===== src/rtl/host_cmd_master.sv =====
// Host command master: turns one register-file / ALU command into a UART
// frame, collects the response bytes and reports completion or timeout.
//
// Ports:
//   CLK, RST             clock, asynchronous active-low reset
//   CMD_*                command handshake and fields (TIMEOUT=0: no timeout)
//   TX_DATA/TX_VALID     byte offered to the transmitter, TX_BUSY its status
//   RX_DATA/RX_VALID     bytes returned by the receiver
//   RSP_DATA/RSP_VALID   response value and completion pulse
//   RSP_TIMEOUT          pulse when the response does not arrive in time
module host_cmd_master #(
    parameter int BUS_WIDTH = 8,
    parameter int Reg_Addr  = 4,
    parameter int ALU_FUN   = 4,
    parameter int TO_W      = 16
) (
    input  logic                   CLK,
    input  logic                   RST,
    input  logic                   CMD_VALID,
    output logic                   CMD_READY,
    input  logic [1:0]             CMD_TYPE,
    input  logic [Reg_Addr-1:0]    CMD_ADDR,
    input  logic [BUS_WIDTH-1:0]   CMD_DATA,
    input  logic [BUS_WIDTH-1:0]   CMD_OP_A,
    input  logic [BUS_WIDTH-1:0]   CMD_OP_B,
    input  logic [ALU_FUN-1:0]     CMD_FUN,
    input  logic [TO_W-1:0]        TIMEOUT,
    output logic [BUS_WIDTH-1:0]   TX_DATA,
    output logic                   TX_VALID,
    input  logic                   TX_BUSY,
    input  logic [BUS_WIDTH-1:0]   RX_DATA,
    input  logic                   RX_VALID,
    output logic [2*BUS_WIDTH-1:0] RSP_DATA,
    output logic                   RSP_VALID,
    output logic                   RSP_TIMEOUT
);

    typedef enum logic [2:0] {
        IDLE,
        SEND,
        WAIT_TX,
        RESP,
        DONE
    } state_t;

    localparam logic [BUS_WIDTH-1:0] HDR_WR  = BUS_WIDTH'(8'hAA);
    localparam logic [BUS_WIDTH-1:0] HDR_RD  = BUS_WIDTH'(8'hBB);
    localparam logic [BUS_WIDTH-1:0] HDR_ALU = BUS_WIDTH'(8'hCC);
    localparam logic [BUS_WIDTH-1:0] HDR_FUN = BUS_WIDTH'(8'hDD);

    state_t state_q;
    state_t state_d;

    logic [1:0]             typ_q;
    logic [Reg_Addr-1:0]    addr_q;
    logic [BUS_WIDTH-1:0]   data_q;
    logic [BUS_WIDTH-1:0]   op_a_q;
    logic [BUS_WIDTH-1:0]   op_b_q;
    logic [ALU_FUN-1:0]     fun_q;
    logic [TO_W-1:0]        to_q;
    logic [1:0]             idx_q;
    logic [TO_W-1:0]        cnt_q;
    logic [2*BUS_WIDTH-1:0] rsp_q;

    logic [BUS_WIDTH-1:0] cur_byte;
    logic [BUS_WIDTH-1:0] addr_ext;
    logic [BUS_WIDTH-1:0] fun_ext;
    logic [1:0]           last_idx;
    logic                 last_tx;
    logic                 need_rsp;
    logic                 last_rx;
    logic                 timed_out;

    assign addr_ext = BUS_WIDTH'(addr_q);
    assign fun_ext  = BUS_WIDTH'(fun_q);

    // Frame byte for the current index and index of the final frame byte.
    always_comb begin
        cur_byte = '0;
        last_idx = 2'd0;
        unique case (typ_q)
            2'b00: begin
                last_idx = 2'd2;
                case (idx_q)
                    2'd0:    cur_byte = HDR_WR;
                    2'd1:    cur_byte = addr_ext;
                    default: cur_byte = data_q;
                endcase
            end
            2'b01: begin
                last_idx = 2'd1;
                cur_byte = (idx_q == 2'd0) ? HDR_RD : addr_ext;
            end
            2'b10: begin
                last_idx = 2'd3;
                case (idx_q)
                    2'd0:    cur_byte = HDR_ALU;
                    2'd1:    cur_byte = op_a_q;
                    2'd2:    cur_byte = op_b_q;
                    default: cur_byte = fun_ext;
                endcase
            end
            2'b11: begin
                last_idx = 2'd1;
                cur_byte = (idx_q == 2'd0) ? HDR_FUN : fun_ext;
            end
        endcase
    end

    assign last_tx  = (idx_q == last_idx);
    assign need_rsp = (typ_q != 2'b00);
    // RF read expects one byte (slot 0), ALU commands two (slots 0,1).
    assign last_rx  = (idx_q == {1'b0, typ_q[1]});
    // A byte arriving on the expiry cycle takes precedence.
    assign timed_out = (state_q == RESP) && (to_q != '0) &&
                       (cnt_q == to_q) && !RX_VALID;

    always_ff @(posedge CLK or negedge RST) begin
        if (!RST) begin
            state_q <= IDLE;
        end else begin
            state_q <= state_d;
        end
    end

    always_comb begin
        state_d = state_q;
        unique case (state_q)
            IDLE: begin
                if (CMD_VALID) state_d = SEND;
            end
            SEND: begin
                if (TX_BUSY) state_d = WAIT_TX;
            end
            WAIT_TX: begin
                if (!TX_BUSY) begin
                    if (!last_tx)      state_d = SEND;
                    else if (need_rsp) state_d = RESP;
                    else               state_d = DONE;
                end
            end
            RESP: begin
                if (RX_VALID && last_rx) state_d = DONE;
                else if (timed_out)      state_d = IDLE;
            end
            DONE:    state_d = IDLE;
            default: state_d = IDLE;
        endcase
    end

    always_comb begin
        CMD_READY   = (state_q == IDLE);
        TX_VALID    = (state_q == SEND);
        TX_DATA     = (state_q == SEND) ? cur_byte : '0;
        RSP_VALID   = (state_q == DONE);
        RSP_TIMEOUT = timed_out;
        RSP_DATA    = rsp_q;
    end

    always_ff @(posedge CLK or negedge RST) begin
        if (!RST) begin
            typ_q  <= '0;
            addr_q <= '0;
            data_q <= '0;
            op_a_q <= '0;
            op_b_q <= '0;
            fun_q  <= '0;
            to_q   <= '0;
            idx_q  <= '0;
            cnt_q  <= '0;
            rsp_q  <= '0;
        end else begin
            unique case (state_q)
                IDLE: begin
                    if (CMD_VALID) begin
                        typ_q  <= CMD_TYPE;
                        addr_q <= CMD_ADDR;
                        data_q <= CMD_DATA;
                        op_a_q <= CMD_OP_A;
                        op_b_q <= CMD_OP_B;
                        fun_q  <= CMD_FUN;
                        to_q   <= TIMEOUT;
                        idx_q  <= '0;
                        cnt_q  <= '0;
                        rsp_q  <= '0;
                    end
                end
                WAIT_TX: begin
                    if (!TX_BUSY) begin
                        // Index restarts at 0 to address response slots.
                        if (last_tx) begin
                            idx_q <= '0;
                            cnt_q <= '0;
                        end else begin
                            idx_q <= idx_q + 2'd1;
                        end
                    end
                end
                RESP: begin
                    if (RX_VALID) begin
                        if (idx_q[0]) begin
                            rsp_q[2*BUS_WIDTH-1:BUS_WIDTH] <= RX_DATA;
                        end else begin
                            rsp_q[BUS_WIDTH-1:0] <= RX_DATA;
                        end
                        idx_q <= idx_q + 2'd1;
                        cnt_q <= '0;
                    end else if (cnt_q != '1) begin
                        cnt_q <= cnt_q + 1'b1;
                    end
                end
                default: begin
                end
            endcase
        end
    end

endmodule

===== config.mk =====
export PLATFORM = sky130hd
export DESIGN_NAME = host_cmd_master
export DESIGN_NICKNAME = d
export VERILOG_FILES = /design/src/rtl/host_cmd_master.sv
export SDC_FILE = /design/constraint.sdc
export NUM_CORES = 1
export LEC_CHECK = 0
export BUFFER_PORTS_ARGS = -buffer_cell sky130_fd_sc_hd__buf_2
export CAP_MARGIN = 10
export CELL_PAD_IN_SITES_DETAIL_PLACEMENT = 1
export CELL_PAD_IN_SITES_GLOBAL_PLACEMENT = 1
export CORE_UTILIZATION = 40
export CTS_BUF_LIST = sky130_fd_sc_hd__clkbuf_8
export CTS_CLUSTER_DIAMETER = 80
export CTS_CLUSTER_SIZE = 8
export DETAILED_ROUTE_END_ITERATION = 16
export GPL_ROUTABILITY_DRIVEN = 0
export PLACE_DENSITY = 0.8
export SETUP_SLACK_MARGIN = 0.3
export SLEW_MARGIN = 20
export SYNTH_ARGS = -nofsm -noshare
export SYNTH_HDL_FRONTEND = slang
export SYNTH_SLANG_ARGS = --single-unit

===== constraint.sdc =====
create_clock -name CLK -period 5.05 [get_ports CLK]
set_clock_uncertainty 0.05 [all_clocks]
set_input_delay 0.505 -clock CLK [delete_from_list [all_inputs] [get_ports CLK]]
set_output_delay 0.505 -clock CLK [all_outputs]
set_load 0.01 [all_outputs]

# ---- Word level (Yosys, flattened, before mapping)
# Cells that the tools add are included.
dict set report word_totals {
  regBits 87
  word_cells 85
  in_bits 63
}
dict set report classes {
  n_reduce_logical 19
  mux 30
  n_eq_ne 22
  n_addsub 2
}
# op count
set ops {}
lappend ops {{16-bit two-way mux} 6}
lappend ops {{16-bit case mux with 3 select lines} 1}
lappend ops {{8-bit two-way mux} 5}
lappend ops {{16-bit case mux with 2 select lines} 1}
lappend ops {{8-bit case mux with 4 select lines} 1}
lappend ops {{8-bit case mux with 3 select lines} 1}
lappend ops {{3-bit two-way mux} 7}
lappend ops {{16-bit by 1-bit adder with 16-bit output, second input constant} 1}
lappend ops {{16-bit == test} 1}
lappend ops {{16-bit inequality test, second input constant} 1}
lappend ops {{8-bit case mux with 2 select lines} 1}
lappend ops {{4-bit AND reduction} 4}
lappend ops {{16-bit nonzero test} 1}
lappend ops {{2-bit inequality test, second input constant} 6}
lappend ops {{2-bit case mux with 3 select lines} 2}
lappend ops {{3-bit case mux with 4 select lines} 1}
lappend ops {{2-bit two-way mux} 4}
lappend ops {{2-bit == test, second input constant} 3}
lappend ops {{3-bit by 2-bit == test with 1-bit output, second input constant} 2}
lappend ops {{3-bit by 2-bit inequality test with 1-bit output, second input constant} 2}
lappend ops {{5-bit AND reduction} 1}
lappend ops {{2-bit by 1-bit == test with 1-bit output, second input constant} 2}
lappend ops {{1-bit logical AND} 4}
lappend ops {{2-bit logical NOT} 2}
lappend ops {{other kinds (12)} 13}

# ---- Longest topological paths before layout
dict set report depth {
  word_depth 7
  depth_mapped 9
}

# ---- Worst setup path after synthesis
# No wires, ideal clock.
dict set report synth_timing {
  kind {register -> output}
  startpoint {register idx_q[0]}
  endpoint {output TX_DATA[0]}
  slack_ps 2551
  path_buffers 2
  t_arrival_ps 1944
  stages_incl_launch_ff 8
  cell_sequence {dfrtp_1 -> buf_2 -> inv_1 -> ha_1 -> clkbuf_1 -> nor2_1 -> a221oi_1 -> a2111oi_0}
}
dict set report synth_via {
  elab_chain_len 4
  word_cells_on_any_way 9
  cone_classes {eq/ne: 2; mux: 6; reduce/logical: 1}
}
# item line
set synth_rtl {}
lappend synth_rtl {{from (decl)} 61} ;# logic [1:0] idx_q;
lappend synth_rtl {{from (signal assigned)} 195} ;# idx_q <= idx_q + 2'd1;
lappend synth_rtl {{from (signal assigned)} 206} ;# idx_q <= idx_q + 2'd1;
lappend synth_rtl {{2-bit == test, or another cell as far along} 96} ;# case (idx_q)
lappend synth_rtl {{8-bit case mux with 3 select lines, or another cell as far along} 96}
lappend synth_rtl {{8-bit case mux with 4 select lines (*)} 81} ;# unique case (typ_q)
lappend synth_rtl {{8-bit two-way mux (*)} 154} ;# TX_DATA = (state_q == SEND) ? cur_byte : '0;
lappend synth_rtl {{to (decl)} 28} ;# output logic [BUS_WIDTH-1:0] TX_DATA,
# Every way passes the cells marked *; elsewhere a longest branch is shown, timed or not.

# ---- Worst setup path after layout
dict set report layout_timing {
  startpoint {register idx_q[0]}
  endpoint {output TX_DATA[1]}
}
# The elaborated chain is that of the path after synthesis.

==> key figures <==
Floorplan
  • Die X: 110 um
  • Full die area: 0.0120 sq mm
  • # IOs: 91
  • Core ar.: 0.0111 sq mm
  • Number of placement rows: 38
  • Initial Util: 41.9%
  • Die Ht: 110 um

Yosys
  • Ys Warns: 0
  • Multiplexer share of the synthesized area: 12.6%
  • #FFs+latches synth: 87
  • Synth top area share: 46.9%
  • Combinational family with the most area after synthesis: simple AND/OR/NAND/NOR gates
  • XOR/XNOR share of the synthesized area: 3.75%
  • Top post-synthesis cells by count: dfrtp_1 (87), mux2_2 (50), o21ai_0 (34)
  • Simple-gate share of the synthesized area: 16.6%
  • Area contributors post-synth: dfrtp_1 (47%), mux2_2 (12%), o21ai_0 (3.7%)
  • Ys flop type: dfrtp_1
  • Post-synth top area cell: dfrtp_1
  • Sequential area share after synthesis: 46.9%
  • Synth Area in Compound Gates: 14.1%
  • Syn_area_per_cell: 10.3 sq um
  • Syn Nets: 517
  • Adder-Cell Fraction of Synth Area: 1.35%
  • Synthesized cell area: 0.00464 sq mm
  • Most common cell in the netlist: dfrtp_1
  • Yosys cell types: 58
  • Async S/R FF share, synth: 100%
  • Post-synth EDFFs: 0
  • Syn Inst Count: 449

Pwr
  • P_sw: 1.27 mW
  • Max rail drop VDD: 276 uV
  • Sw Share: 40.5%
  • Leak: 2.46 nW
  • Total internal power: 1.87 mW
  • P per Cell Area: 586 mW/mm^2
  • Flop pwr share: 41.3%
  • Logic pwr share: 40.7%
  • Power Total: 3.15 mW
  • Clock group share of total power: 18.0%

Finish
  • Share of cells above drive strength 1: 32.6%
  • Fillers: 1266
  • P&R area growth vs syn: 15.8%
  • # nets final: 588
  • Post-Layout Cell Count: 665
  • Ant diodes: 0

Clock network
  • Hold-fix buffers, CTS: 0
  • Clk buf depth: 2
  • CTS HTree Levels: 3
  • Root buf cell: clkbuf_8
  • Post-CTS Setup Bufs: 0
  • TritonCTS clock tree: done
  • Reg clk slew, reported paths: 90 ps
  • CTS resizes: 0
  • Insertion delay to the later sink of the worst-skew pair: 380 ps
  • Clock sinks: 87
  • TritonCTS Buffers: 9

Critical path
  • Worst path cell trace: inv_1, ha_1, nor2b_1, a21oi_1, a221oi_1, buf_2
  • CP max stage delay: 610 ps
  • Crit-path max FO: 13
  • Crit path DAT: 2570 ps
  • CP required: 4490 ps
  • CP Capture Type: output pin
  • Flop-to-flop setup slack: 2380 ps
  • Critical path's slowest cell: dfrtp_1
  • Kind of critical path: reg2out
  • Crit start category: register

Global routing
  • Initial antenna violation count: 0
  • Pin count of the biggest net entering global routing: 88
  • Total grt overflow: 0
  • First-pass GRT wire length: 20.9 mm
  • GRT Total Usage: 23.1%
  • Vias in the first global route: 4035

Drt
  • Drt initial violations: 155
  • Via/cell ratio: 5.66
  • Post-detailed-route wirelength per cell: 19.1 um
  • Drt pass-1 iters: 4
  • WL final: 12.7 mm
  • Antenna-violating nets left: 0
  • Routed vias: 3766
  • DRC violations left: 0

STA
  • Peak Freq: 0.320 GHz
  • RSZ-0062 raised after global routing: false
  • Final setup fails: 0
  • Setup TNS: 0 ps
  • Pins Over Slew Limit: 0
  • Worst slew margin: 31.0%
  • Final Cycle Share: 61.8%
  • Final hold violation count: 0
  • Worst slew pin tran: 1030 ps
  • Final worst path period need: 3120 ps
  • Final WS setup: 1930 ps

Placed design
  • Post-DP HPWL: 9.18 mm
  • Port Buffers: 90
  • Placement Setup Slack: 2300 ps
  • Placed instance count: 649

Job
  • Max_cap viols: 0

Worst hold path
  • Hold Crit Class: in2async

Status
  • Status: finished clean
## cell usage in the layout (no fill, tap or decap), types with 3 or more instances in the layout
cell type  count
buf_2         89
dfrtp_1       87
mux2_2        50
o21ai_0       34
nand2_1       32
nor2_1        23
inv_1         16
nor3_1        15
a21oi_1       15
nand3_1       14
xor2_1        14
clkbuf_8      10
a211oi_1       8
nor4_1         8
nand4_1        8
nand2b_1       6
a221oi_1       6
nor2b_1        5
and3_1         5
o31ai_1        5
a31oi_1        5
ha_1           5
a22oi_1        4
xnor2_1        4
a211o_1        4
and2_1         3
nor3b_1        3
a21o_1         3
## worst paths after layout
check	startpoint	end	depth (start not counted)
max	idx_q[0]$_DFFE_PN0P_	TX_DATA[1]	6
min	RST	cnt_q[1]$_DFFE_PN0P_	1
max reg2reg	state_q[1]$_DFFE_PN0P_	cnt_q[4]$_DFFE_PN0P_	6
min reg2reg	RSP_DATA[14]$_DFFE_PN0P_	RSP_DATA[14]$_DFFE_PN0P_	2
max in group asynchronous	RST	RSP_DATA[15]$_DFFE_PN0P_	1
min in group CLK	CMD_FUN[2]	fun_q[2]$_DFFE_PN0P_	3
## state kept, by name (all words and copies together), names as in the netlist, 3 cells and up
signal,cells
fun_q,4
data_q,8
to_q,16
op_b_q,8
op_a_q,8
addr_q,4
RSP_DATA,16
state_q,3
cnt_q,16
## cell families (layout without fill, tap and decap cells)
family	count (synthesis)	count (layout)
mux	52	52
flops	87	87
xor+xnor	19	19
buf+inv	48	124
simple gates	140	140
compound gates	98	98
fa+ha+maj	5	5
## power groups by stage
stage	clock, mW	combinational, mW	sequential [mW]
CTS	0.580	1.29	1.30
global placement	0	1.22	1.29
floorplan	0	0.985	1.18
global route	0.605	1.42	1.35
finish	0.567	1.28	1.30
detailed placement	0	1.28	1.32
## metal layers
metal  global-route usage, %  wire length [um]
met2                    37.5              6080
met3                    5.51               652
met1                    30.0              5730
met4                    8.86               213
met5                       0                 0
## through the flow
stage          cell area, sq um  hold slack, ps  util, %
6_report                   5370             111     48.5
5_1_grt                    5370             190     48.5
4_1_cts                    5370             275     48.4
3_5_place_dp               5140             435     46.4
3_3_place_gp               5140             417     46.4
2_1_floorplan              4640             159        -
## critical path: cells and delay by family, from the launching register on
kind / cells / cell delay [ps]
flops: 1 / 610
compound gates: 2 / 480
fa+ha+maj: 1 / 390
buf+inv: 2 / 370
simple gates: 1 / 320
## cell type report
| type | count | area [sq um] | share of cell area (%) |
|---|---|---|---|
| Clock buffer | 10 | 138 | 2.56 |
| Clock inverter | 6 | 92.6 | 1.72 |
| Inverter | 16 | 60.1 | 1.12 |
| Multi-Input combinational cell | 314 | 2260 | 42.0 |
| Sequential cell | 87 | 2180 | 40.5 |
| Tap cell | 140 | 175 | 3.26 |
| Timing Repair Buffer | 92 | 472 | 8.78 |
(Power assumes the default switching activity.)
